`src/rtl/counter_seq_pkg.sv`:
```
// Shared definitions for the counter sequencer: command op codes and FSM states.
package counter_seq_pkg;

    localparam int OP_W = 2;

    localparam logic [OP_W-1:0] OP_LOAD  = 2'b00;
    localparam logic [OP_W-1:0] OP_UP    = 2'b01;
    localparam logic [OP_W-1:0] OP_DOWN  = 2'b10;
    localparam logic [OP_W-1:0] OP_CLEAR = 2'b11;

    typedef enum logic [2:0] {
        ST_IDLE,
        ST_LOAD,
        ST_RUN,
        ST_CLR,
        ST_DONE
    } state_t;

endpackage

```
`src/rtl/seq_step_cnt.sv`:
```
// Loadable down-counter that tracks the remaining COUNT steps.
// Holds when dec is low and never decrements below zero.
module seq_step_cnt #(
    parameter int W = 8
) (
    input  logic         clk,
    input  logic         srst,
    input  logic         load,
    input  logic [W-1:0] load_val,
    input  logic         dec,
    output logic [W-1:0] count,
    output logic         is_last,
    output logic         is_zero
);

    logic [W-1:0] count_q;
    logic [W-1:0] count_d;

    // Next count: load wins over decrement; zero is a floor.
    always_comb begin
        count_d = count_q;
        if (load) begin
            count_d = load_val;
        end else if (dec && (count_q != '0)) begin
            count_d = count_q - {{(W-1){1'b0}}, 1'b1};
        end
    end

    // Count register with synchronous reset.
    always_ff @(posedge clk) begin
        if (srst) begin
            count_q <= '0;
        end else begin
            count_q <= count_d;
        end
    end

    assign count   = count_q;
    assign is_last = (count_q == {{(W-1){1'b0}}, 1'b1});
    assign is_zero = (count_q == '0);

endmodule

```
`src/rtl/counter_sequencer.sv`:
```
// Command-driven sequencer for a cascadable up/down counter. Accepts
// LOAD / COUNT_UP / COUNT_DOWN / CLEAR over valid/ready and drives the
// counter control pins cycle by cycle, tracking wrap and abort status.
module counter_sequencer
    import counter_seq_pkg::*;
#(
    parameter int W = 8
) (
    input  logic            clk,
    input  logic            RES,
    input  logic            cmd_valid,
    output logic            cmd_ready,
    input  logic [OP_W-1:0] cmd_op,
    input  logic [W-1:0]    cmd_data,
    input  logic            pause,
    input  logic            abort,
    input  logic [W-1:0]    cnt_q,
    input  logic            cnt_co,
    output logic            cnt_res,
    output logic            cnt_en,
    output logic            cnt_pl,
    output logic            cnt_inc,
    output logic            cnt_dec,
    output logic            cnt_ci_n,
    output logic [W-1:0]    cnt_di,
    output logic            busy,
    output logic            done,
    output logic            wrapped,
    output logic            aborted,
    output logic [W-1:0]    steps_left
);

    state_t          state_q, state_d;
    logic [OP_W-1:0] op_q, op_d;
    logic [W-1:0]    di_q, di_d;
    logic            wrapped_q, wrapped_d;
    logic            aborted_q, aborted_d;

    logic            step_load;
    logic            step_dec;
    logic            step_last;
    logic            step_zero;

    // The readback stays on the port for host observability; wrap detection
    // relies on CarryOut alone, so the value itself is not consumed here.
    logic            unused_readback;
    assign unused_readback = ^cnt_q;

    seq_step_cnt #(
        .W (W)
    ) u_step_cnt (
        .clk      (clk),
        .srst     (RES),
        .load     (step_load),
        .load_val (cmd_data),
        .dec      (step_dec),
        .count    (steps_left),
        .is_last  (step_last),
        .is_zero  (step_zero)
    );

    // Next-state logic: command accept, step bookkeeping, sticky flags.
    always_comb begin
        state_d   = state_q;
        op_d      = op_q;
        di_d      = di_q;
        wrapped_d = wrapped_q;
        aborted_d = aborted_q;
        step_load = 1'b0;
        step_dec  = 1'b0;
        case (state_q)
            ST_IDLE: begin
                if (cmd_valid) begin
                    op_d      = cmd_op;
                    wrapped_d = 1'b0;
                    aborted_d = 1'b0;
                    case (cmd_op)
                        OP_LOAD: begin
                            di_d    = cmd_data;
                            state_d = ST_LOAD;
                        end
                        OP_UP, OP_DOWN: begin
                            step_load = 1'b1;
                            state_d   = (cmd_data == '0) ? ST_DONE : ST_RUN;
                        end
                        default: begin
                            state_d = ST_CLR;
                        end
                    endcase
                end
            end
            ST_LOAD: begin
                // Load pins are driven this cycle whether or not abort is up.
                if (abort) begin
                    aborted_d = 1'b1;
                end
                state_d = ST_DONE;
            end
            ST_RUN: begin
                // An unpaused cycle always steps the counter, even when aborting.
                if (!pause && !step_zero) begin
                    step_dec  = 1'b1;
                    wrapped_d = wrapped_q | cnt_co;
                end
                if (abort) begin
                    aborted_d = 1'b1;
                    state_d   = ST_DONE;
                end else if (step_zero) begin
                    state_d = ST_DONE;
                end else if (!pause && step_last) begin
                    state_d = ST_DONE;
                end
            end
            ST_CLR: begin
                state_d = ST_DONE;
            end
            ST_DONE: begin
                state_d = ST_IDLE;
            end
            default: begin
                state_d = ST_IDLE;
            end
        endcase
    end

    // State and status registers with synchronous reset.
    always_ff @(posedge clk) begin
        if (RES) begin
            state_q   <= ST_IDLE;
            op_q      <= OP_LOAD;
            di_q      <= '0;
            wrapped_q <= 1'b0;
            aborted_q <= 1'b0;
        end else begin
            state_q   <= state_d;
            op_q      <= op_d;
            di_q      <= di_d;
            wrapped_q <= wrapped_d;
            aborted_q <= aborted_d;
        end
    end

    // Counter pin decode from state, latched op and the pause input.
    always_comb begin
        cnt_res  = RES | (state_q == ST_CLR);
        cnt_en   = 1'b0;
        cnt_pl   = 1'b0;
        cnt_inc  = 1'b0;
        cnt_dec  = 1'b0;
        cnt_ci_n = 1'b1;
        case (state_q)
            ST_LOAD: begin
                cnt_en = 1'b1;
                cnt_pl = 1'b1;
            end
            ST_RUN: begin
                if (!pause) begin
                    cnt_en   = 1'b1;
                    cnt_ci_n = 1'b0;
                    cnt_inc  = (op_q == OP_UP);
                    cnt_dec  = (op_q == OP_DOWN);
                end
            end
            default: begin
            end
        endcase
    end

    assign cnt_di    = di_q;
    assign cmd_ready = (state_q == ST_IDLE) & ~RES;
    assign busy      = (state_q != ST_IDLE);
    assign done      = (state_q == ST_DONE);
    assign wrapped   = wrapped_q;
    assign aborted   = aborted_q;

endmodule

```
`config.mk`:
```
export PLATFORM = sky130hd
export DESIGN_NAME = counter_sequencer
export DESIGN_NICKNAME = d
export VERILOG_FILES = /design/src/rtl/counter_seq_pkg.sv /design/src/rtl/seq_step_cnt.sv /design/src/rtl/counter_sequencer.sv
export SDC_FILE = /design/constraint.sdc
export NUM_CORES = 1
export LEC_CHECK = 0
export ABC_AREA = 1
export ABC_CLOCK_PERIOD_IN_PS = 1350
export CAP_MARGIN = 25
export CORE_AREA = 2 2 64 66
export CTS_CLUSTER_SIZE = 40
export DETAILED_ROUTE_END_ITERATION = 7
export DIE_AREA = 0 0 66 68
export PLACE_DENSITY = 0.77
export SYNTH_ARGS = -nofsm -noshare
export SYNTH_HDL_FRONTEND = slang
export SYNTH_SLANG_ARGS = --single-unit
```
`constraint.sdc`:
```
create_clock -name clk -period 1.35 [get_ports clk]
set_input_delay 0.27 -clock clk [delete_from_list [all_inputs] [get_ports clk]]
set_output_delay 0.27 -clock clk [all_outputs]
set_load 0.005 [all_outputs]
```
# Word-level counts from Yosys, hierarchy flattened
# Index checks and enable logic that the tools add are counted.
# classes
bitwise_logic	4
n_lt_le_gt_ge	0
n_shift	0
reduce_logical	22
mul	0
mux	28
addsub	1
n_eq_ne	13
n_div	0
# ops
op	n
zero test 8 bit	2
two-way mux 1 bit	16
two-way mux 8 bit	2
two-way mux 3 bit	5
one-hot mux 3 bit (3 select lines)	1
AND reduction 3 bit	3
== test 8 x 1 -> 1 bit (second input constant)	1
nonzero test 8 bit	1
subtractor 8 x 1 -> 8 bit (second input constant)	1
== test 3 x 2 -> 1 bit (second input constant)	2
one-hot mux 1 bit (2 select lines)	3
one-hot mux 3 bit (2 select lines)	1
nonzero test 2 bit	3
OR reduction 2 bit	3
== test 2 x 1 -> 1 bit (second input constant)	2
== test 2 bit (second input constant)	2
!= test 2 bit (second input constant)	2
!= test 4 bit (second input constant)	1
AND reduction 2 bit	2
== test 3 x 1 -> 1 bit (second input constant)	1
== test 3 bit (second input constant)	1
logical AND 1 bit	3
zero test 3 bit	1
nonzero test 3 bit	1
6 further kinds	8
# totals
output_inout_bits	27
rom_bits	0
mem_bits_rw	0
register_bits	23
input_bits	24
wordCells	74
latchBits	0
memories	0

# Logic depth before layout (Yosys ltp)
# Gate-level depths: netlist of the first run.
# logic_depth
depth_word	8
ltp_mapped	11
depth_no_buf	10

# Modules after synthesis
# Synthesis of the first run repeated with hierarchy kept, for this count alone.
# hier_totals
hier_cells	203
hier_area_um2	1402.6
# by_module_without_submodules
module	n_inst	seq_area_each_um2	area_each_um2	cells_per_inst
counter_sequencer	1	300.3	792.0	106
seq_step_cnt	1	160.2	610.6	97

# Worst setup path before layout of the first run
# OpenSTA, ideal clock, no wires.
# synth_timing
kind	input to register
from	input cmd_op[0]
to	register u_step_cnt.count_q[7] (netlist: u_step_cnt.count[7])
setup_time_ps	110
setup_slack_ps	-87
required_ps	1240
arrival_ps	1327
path_stages	10
n_path_buf	1
path_cell_list	inv_1 ha_1 nand2_1 nor2_8 inv_2 buf_6 nand3_1 nand3_1 nand2_1 inv_1
# synth_between
elab_chain_len	6
# synth_rtl
item	line	source
from (decl)	counter_sequencer.sv:13	input logic [OP_W-1:0] cmd_op,
== test 2 x 1 -> 1 bit or == test 2 bit (tied branches)	counter_sequencer.sv:77	case (cmd_op)
OR reduction 2 bit (*)	counter_sequencer.sv:77	
two-way mux 1 bit (*)	counter_sequencer.sv:77	
two-way mux 1 bit (*)	counter_sequencer.sv:73	if (cmd_valid) begin
two-way mux 1 bit (*)	counter_sequencer.sv:71	case (state_q)
two-way mux 8 bit or nonzero test 2 bit (tied branches)	--	
to (signal assigned)	seq_step_cnt.sv:34	count_q <= count_d;
to (decl)	seq_step_cnt.sv:16	logic [W-1:0] count_q;
# Every way passes the cells marked *; elsewhere a longest branch is shown, timed or not.
# A chain may end at the register's enable or synchronous reset.

# Final worst setup path of the first run
# layout_timing
from	register state_q[0]
to	register u_step_cnt.count_q[0] (netlist: u_step_cnt.count[0])
# layout_between
elab_chain_len	4
# layout_rtl
item	line	source
from (decl)	counter_sequencer.sv:33	state_t state_q, state_d;
from (signal assigned)	counter_sequencer.sv:135	state_q <= state_d;
== test 3 x 2 -> 1 bit	counter_sequencer.sv:71	
two-way mux 1 bit	counter_sequencer.sv:71	
logical AND 1 bit	seq_step_cnt.sv:24	end else if (dec && (count_q != '0)) begin
nonzero test 2 bit (no source line)	--	
# Parallel ways exist; a longest one is shown, timed or not.

==> reports/metrics.yaml, run 1 <==
period_needed_ns: 1.526
slowest_delay_ns: 0.37
crit_chain: "nor2_4 -> buf_6 -> nand2_4 -> buf_8 -> nor2_8 -> buf_6 -> nand2_2 -> o21ai_1 -> nand2_1 -> a21oi_2"
yosysWarnings: 0
initial_core_util: 0.3780
final.setup.tns_ns: -1.669
crit_top_cell: "buf_6"
dp_hpwl_microns: 2996
worst_slack_ns: -0.1757
layout.nets: 351
pre_cts_ws_ns: -0.5223
vdd_drop_max_uv: 709.5
ys_seq_elements: 23
drc: 0
post-route-util: 0.6892
die_w_microns: 66
rsz0062_at_grt: "true"
final_area_sq_um: 2658
drtIter0Drc: 77
avgViaCountPerCell: 4.927
finalHoldViolCount: 0
die_area_sq_um: 4488
power_density_nw_per_um2: 1164
grt_pass1_vias: 1647
power_leakage_nw: 1.309
cts_tree: "yes"
maxSlewViolCount: 0
maxCapViolCount: 0
mostFrequentLayoutCell: "buf_4"
hold_class: "reg2reg"
hold_buffers: 0
ios: 51
clkSlewWorstSetupHoldPaths_ns: 0.09
cts_buffers: 3
grt_max_degree: 17
syn2layout_area_growth_pct: 82.32
worstSetupPathType: "reg2reg"
yosysSeqAreaShare: 0.3159
totalWireLength_microns: 5042
finClkSkew_ns: 0.009963
antenna_found_initial: 0
gp_congestion: 0.9364
core_area_sq_um: 3856
io_buffers: 42
die_h_microns: 68
postRouteAntennaNets: 0
syn_area_per_cell_sq_um: 6.478
syn_area_sq_um: 1458
finalPower_mw: 3.094
cp-start-kind: "register"
fin_cells: 371
holdWs_ns: 0.4666
gr-usage-all-layers: 0.2011
htree_num_levels: 1
failed_checks: "setup timing"
tightestPinTransition_ns: 0.2384
status: "finished with violations"
insertion_delay_ns: 0.27
worst_ep_required_time_ns: 1.54
clock_sink_count: 23
setup_viol_count_final: 28
final_cell_mix: "buf_4 (44), nand2_1 (37), nor2_1 (26)"
drt-pass1-iter-count: 4
dpl-instance-area_sq_um: 2200
syn-num-nets: 254
setup.worst_path.end_class: "register"
rows: 23
routedWlPerCell_microns: 13.59
clockBufferDepth: 2
worstPathArrival_ns: 1.72
worstPathMaxFanout: 7
clock-root-buffer: "clkbuf_8"
grt_pass1_wl_microns: 7003
syn_inst: 225
grt-ovfl-total: 0
fmax_ghz: 0.6555
place_inst: 349
num_vias: 1828
num_antenna_cells: 0
cpMaxStageDelayCell: "dfxtp_4"
period_share: 1.130
slew_headroom: 0.8406
drive_gt1_frac: 0.5140
synth_cell_types: 24
flip-flops by register name, summed over array words and instances (netlist names):
register and flops:
aborted 1, cnt_di 8, op_q 2, state_q 3, u_step_cnt.count 8, wrapped 1
metal layers:
layer  track usage  share of wire  wire length [microns]  up-vias
li1              -              -                      -      903
met1        0.2475           0.41                   2082      848
met2        0.3561           0.50                   2538       59
met3       0.02138          0.046                    231       18
met4       0.08929          0.037                    189        0
met5             0              0                      0        -
power by group:
group / internal [mW] / switching, mW
sequential: 0.774 / 0.0654
combinational: 0.824 / 0.979
clock: 0.211 / 0.240
total: 1.81 / 1.28
layout make-up:
type | count | area, sq um
fill | 300 | 1199
multi-input combinational | 164 | 1137
timing repair buffer | 95 | 784.5
sequential | 23 | 489.2
inverter | 34 | 135.1
tap | 50 | 62.56
clock buffer | 4 | 45.04
timing repair inverter | 1 | 3.754
final timing paths:
path | from | slack (ns) | cells after the start | to
min | cnt_di[0] | 0.47 | 2 | cnt_di[0]
max | state_q[0] | -0.18 | 10 | u_step_cnt.count[0]
max reg2reg | state_q[0] | -0.18 | 10 | u_step_cnt.count[0]
min reg2reg | cnt_di[0] | 0.47 | 2 | cnt_di[0]
synthesized netlist by cell type, drive strengths merged:
master / instances / area (sq um)
nor2: 44 / 217.7
ha: 5 / 62.56
nand4: 2 / 12.51
dfxtp: 23 / 460.4
a21boi: 1 / 7.510
buf: 4 / 31.27
xnor2: 1 / 8.760
nand3: 28 / 155.2
a21oi: 18 / 105.1
o21ai: 8 / 40.04
inv: 34 / 127.6
clkbuf: 1 / 3.750
nor3: 4 / 20.02
nand2: 52 / 205.2
critical path, delay by kind of cell, from the launching register on:
family	cells	cell delay (ns)
AOI/OAI and AO/OA	2	0.20
buffers and inverters	3	0.39
DFF	1	0.37
and+or+nand+nor	5	0.49
what timing repair did:
item	in CTS	in global routing
pin swaps	13	32
buffers inserted	11	8
gates resized for setup	110	65
endpoints found under the setup margin	48	31
cloned	1	1
cells by family (layout without fill, tap and decap cells):
group | count (synthesis) | count (layout) | share of synthesized area
AO/OA/AOI/OAI | 27 | 27 | 0.1047
XOR/XNOR | 1 | 1 | 0.006010
buffers and inverters | 39 | 134 | 0.1116
flip-flops | 23 | 23 | 0.3159
adder cells (fa/ha/maj) | 5 | 5 | 0.04292
AND/OR/NAND/NOR | 130 | 131 | 0.4189
Note: power is estimated with default switching activity, not from simulation.
==> run 2: changes to the inputs <==
- MAX_ROUTING_LAYER: default -> met4
==> reports/metrics.yaml, run 2 (synthesis gave the netlist of run 1 again) <==
gr-usage-all-layers: 0.2350  # was 0.2011
fmax_ghz: 0.5974  # was 0.6555 GHz
final.setup.tns_ns: -2.848  # was -1.669 ns
syn2layout_area_growth_pct: 83.95  # was 82.32%
dpl-instance-area_sq_um: 2215  # was 2200 sq um
grt_busiest_layer: "met2"  # unchanged
cp.depth: 9  # was 10
drive_gt1_frac: 0.5170  # was 0.5140
switching_share: 0.4164  # was 0.4150
period_needed_ns: 1.674  # was 1.526 ns
use_met3: 0.02796  # was 0.02138
gp_congestion: 0.9541  # was 0.9364
status: "finished with violations"  # unchanged
die_area_sq_um: 4488  # unchanged
clock_sink_count: 23  # unchanged
slew_headroom: 0.8315  # was 0.8406
grt_pass1_wl_microns: 7914  # was 7003 microns
drt-pass1-iter-count: 4  # unchanged
layout.nets: 353  # was 351
worstReg2RegEnd: "u_step_cnt.count[7]"  # was u_step_cnt.count[0]
clockBufferDepth: 2  # unchanged
reg2reg_slack_ns: -0.32  # was -0.18 ns
p_switching_mw: 1.321  # was 1.284 mW
setup.worst_path.end_class: "register"  # unchanged
insertion_delay_ns: 0.27  # about the same
cts_buffers: 3  # unchanged
initial_core_util: 0.3780  # unchanged
cp-startpoint: "u_step_cnt.count[5]"  # was state_q[0]
htree_num_levels: 1  # unchanged
pwr-share-seq: 0.264  # was 0.271
drtIter0Drc: 120  # was 77
worstReg2RegStart: "u_step_cnt.count[5]"  # was state_q[0]
slowest_delay_ns: 0.33  # was 0.37 ns
maxSlewViolCount: 0  # unchanged
finClkSkew_ns: 0.005861  # was 0.009963 ns
clkSlewWorstSetupHoldPaths_ns: 0.09  # about the same
crit_top_cell: "buf_4"  # was buf_6
setup_viol_count_final: 29  # was 28
p_int_mw: 1.852  # was 1.810 mW
finalHoldViolCount: 0  # unchanged
clock-root-buffer: "clkbuf_8"  # unchanged
maxCapViolCount: 0  # unchanged
avgViaCountPerCell: 5.102  # was 4.927
finalPower_mw: 3.173  # was 3.094 mW
worstPathMaxFanout: 3  # was 7
place_inst: 351  # was 349
crit_chain: "buf_4 -> buf_4 -> nor2_1 -> nand2_1 -> o21ai_0 -> nand3_1 -> nand3_2 -> nand2_2 -> inv_2"  # was nor2_4 -> buf_6 -> nand2_4 -> buf_8 -> nor2_8 -> buf_6 -> nand2_2 -> o21ai_1 -> nand2_1 -> a21oi_2
period_share: 1.240  # was 1.130
postRouteAntennaNets: 0  # unchanged
worst_slack_ns: -0.3238  # was -0.1757 ns
holdWs_ns: 0.4748  # was 0.4666 ns
ios: 51  # unchanged
tightestPinTransition_ns: 0.2524  # was 0.2384 ns
dp_hpwl_microns: 3099  # was 2996 microns
mostFrequentLayoutCell: "buf_4"  # unchanged
rsz0062_at_grt: "true"  # unchanged
io_buffers: 42  # unchanged
drc: 0  # unchanged
path_buf_inv: 3  # unchanged
num_vias: 1903  # was 1828
antenna_found_initial: 0  # unchanged
worstSetupPathType: "reg2reg"  # unchanged
worst_ep_required_time_ns: 1.57  # was 1.54 ns
routedWlPerCell_microns: 14.94  # was 13.59 microns
totalWireLength_microns: 5574  # was 5042 microns
die_w_microns: 66  # unchanged
die_h_microns: 68  # unchanged
final_area_sq_um: 2681  # was 2658 sq um
rows: 23  # unchanged
power_density_nw_per_um2: 1184  # was 1164 nW/um^2
reg2reg_depth: 9  # was 10
vdd_drop_max_uv: 721.4  # was 709.5 uV
cp-start-kind: "register"  # unchanged
worstPathArrival_ns: 1.89  # was 1.72 ns
core_area_sq_um: 3856  # unchanged
failed_checks: "setup timing"  # unchanged
pre_cts_ws_ns: -0.5503  # was -0.5223 ns
hold_buffers: 0  # unchanged
cts_tree: "yes"  # unchanged
grt_max_degree: 17  # unchanged
grt_pass1_vias: 1763  # was 1647
post-route-util: 0.6953  # was 0.6892
power_leakage_nw: 1.334  # was 1.309 nW
path_delay_family: "simple AND/OR/NAND/NOR gates"  # unchanged
pwr-share-clk: 0.139  # was 0.146
cpMaxStageDelayCell: "dfxtp_2"  # was dfxtp_4
power_frac_comb: 0.597  # was 0.583
final_cell_mix: "buf_4 (42), nand2_1 (37), nor2_1 (25)"  # was buf_4 (44), nand2_1 (37), nor2_1 (26)
grt-ovfl-total: 0  # unchanged
num_antenna_cells: 0  # unchanged
grtUsageMet2: 0.4129  # was 0.3561
endpoint: "u_step_cnt.count[7]"  # was u_step_cnt.count[0]
hold_class: "reg2reg"  # unchanged
fin_cells: 373  # was 371
grt_use_met1: 0.2630  # was 0.2475
run 2: worst min-delay path by stage:
stage                         start  cells after the start   endpoint  slack (ns)
final                     cnt_di[7]                      2  cnt_di[7]        0.47
after global routing      cnt_di[0]                      2  cnt_di[0]        0.50
after detailed placement  cnt_di[2]                      2  cnt_di[2]        0.46
after floorplan              cnt_co                      2    wrapped        0.41
after CTS                 cnt_di[2]                      2  cnt_di[2]        0.47
after global placement    cnt_di[3]                      2  cnt_di[3]        0.45
run 2: repair_timing:
item	CTS	global route
pin swaps	24	26
cloned	2	1
buffers inserted	15	1
gates resized for setup	136	42
setup endpoints to repair	48	31
run 2: area by class of cell:
class / instances / area [sq um]
fillers: 290 / 1175
inverters: 34 / 135.1
multi-input cells: 165 / 1124
well taps: 50 / 62.56
repair buffers: 96 / 814.5
flip-flops and latches: 23 / 491.7
clock buffers: 4 / 45.04
repair inverters: 1 / 8.758
run 2: worst register-to-register path, cell delays in order (launching register included):
cell     delay [ns]
dfxtp_2        0.33
buf_4          0.13
buf_4          0.14
nor2_1         0.18
nand2_1        0.12
o21ai_0        0.22
nand3_1        0.21
nand3_2        0.16
nand2_2        0.07
inv_2          0.05
run 2: power groups by stage:
| stage | registers (mW) | clock network [mW] | logic, mW |
|---|---|---|---|
| 2_1_floorplan | 0.858 | 0 | 0.723 |
| 3_3_place_gp | 0.835 | 0 | 1.33 |
| 3_5_place_dp | 0.838 | 0 | 1.36 |
| 4_1_cts | 0.829 | 0.457 | 1.60 |
| 5_1_grt | 0.849 | 0.464 | 2.03 |
| 6_report | 0.837 | 0.441 | 1.89 |
run 2: per-layer routing:
| layer | routed length, microns | part of all wire |
|---|---|---|
| met5 | 0 | 0 |
| met2 | 2856 | 0.51 |
| met3 | 338 | 0.061 |
| met1 | 2187 | 0.39 |
| met4 | 191 | 0.034 |
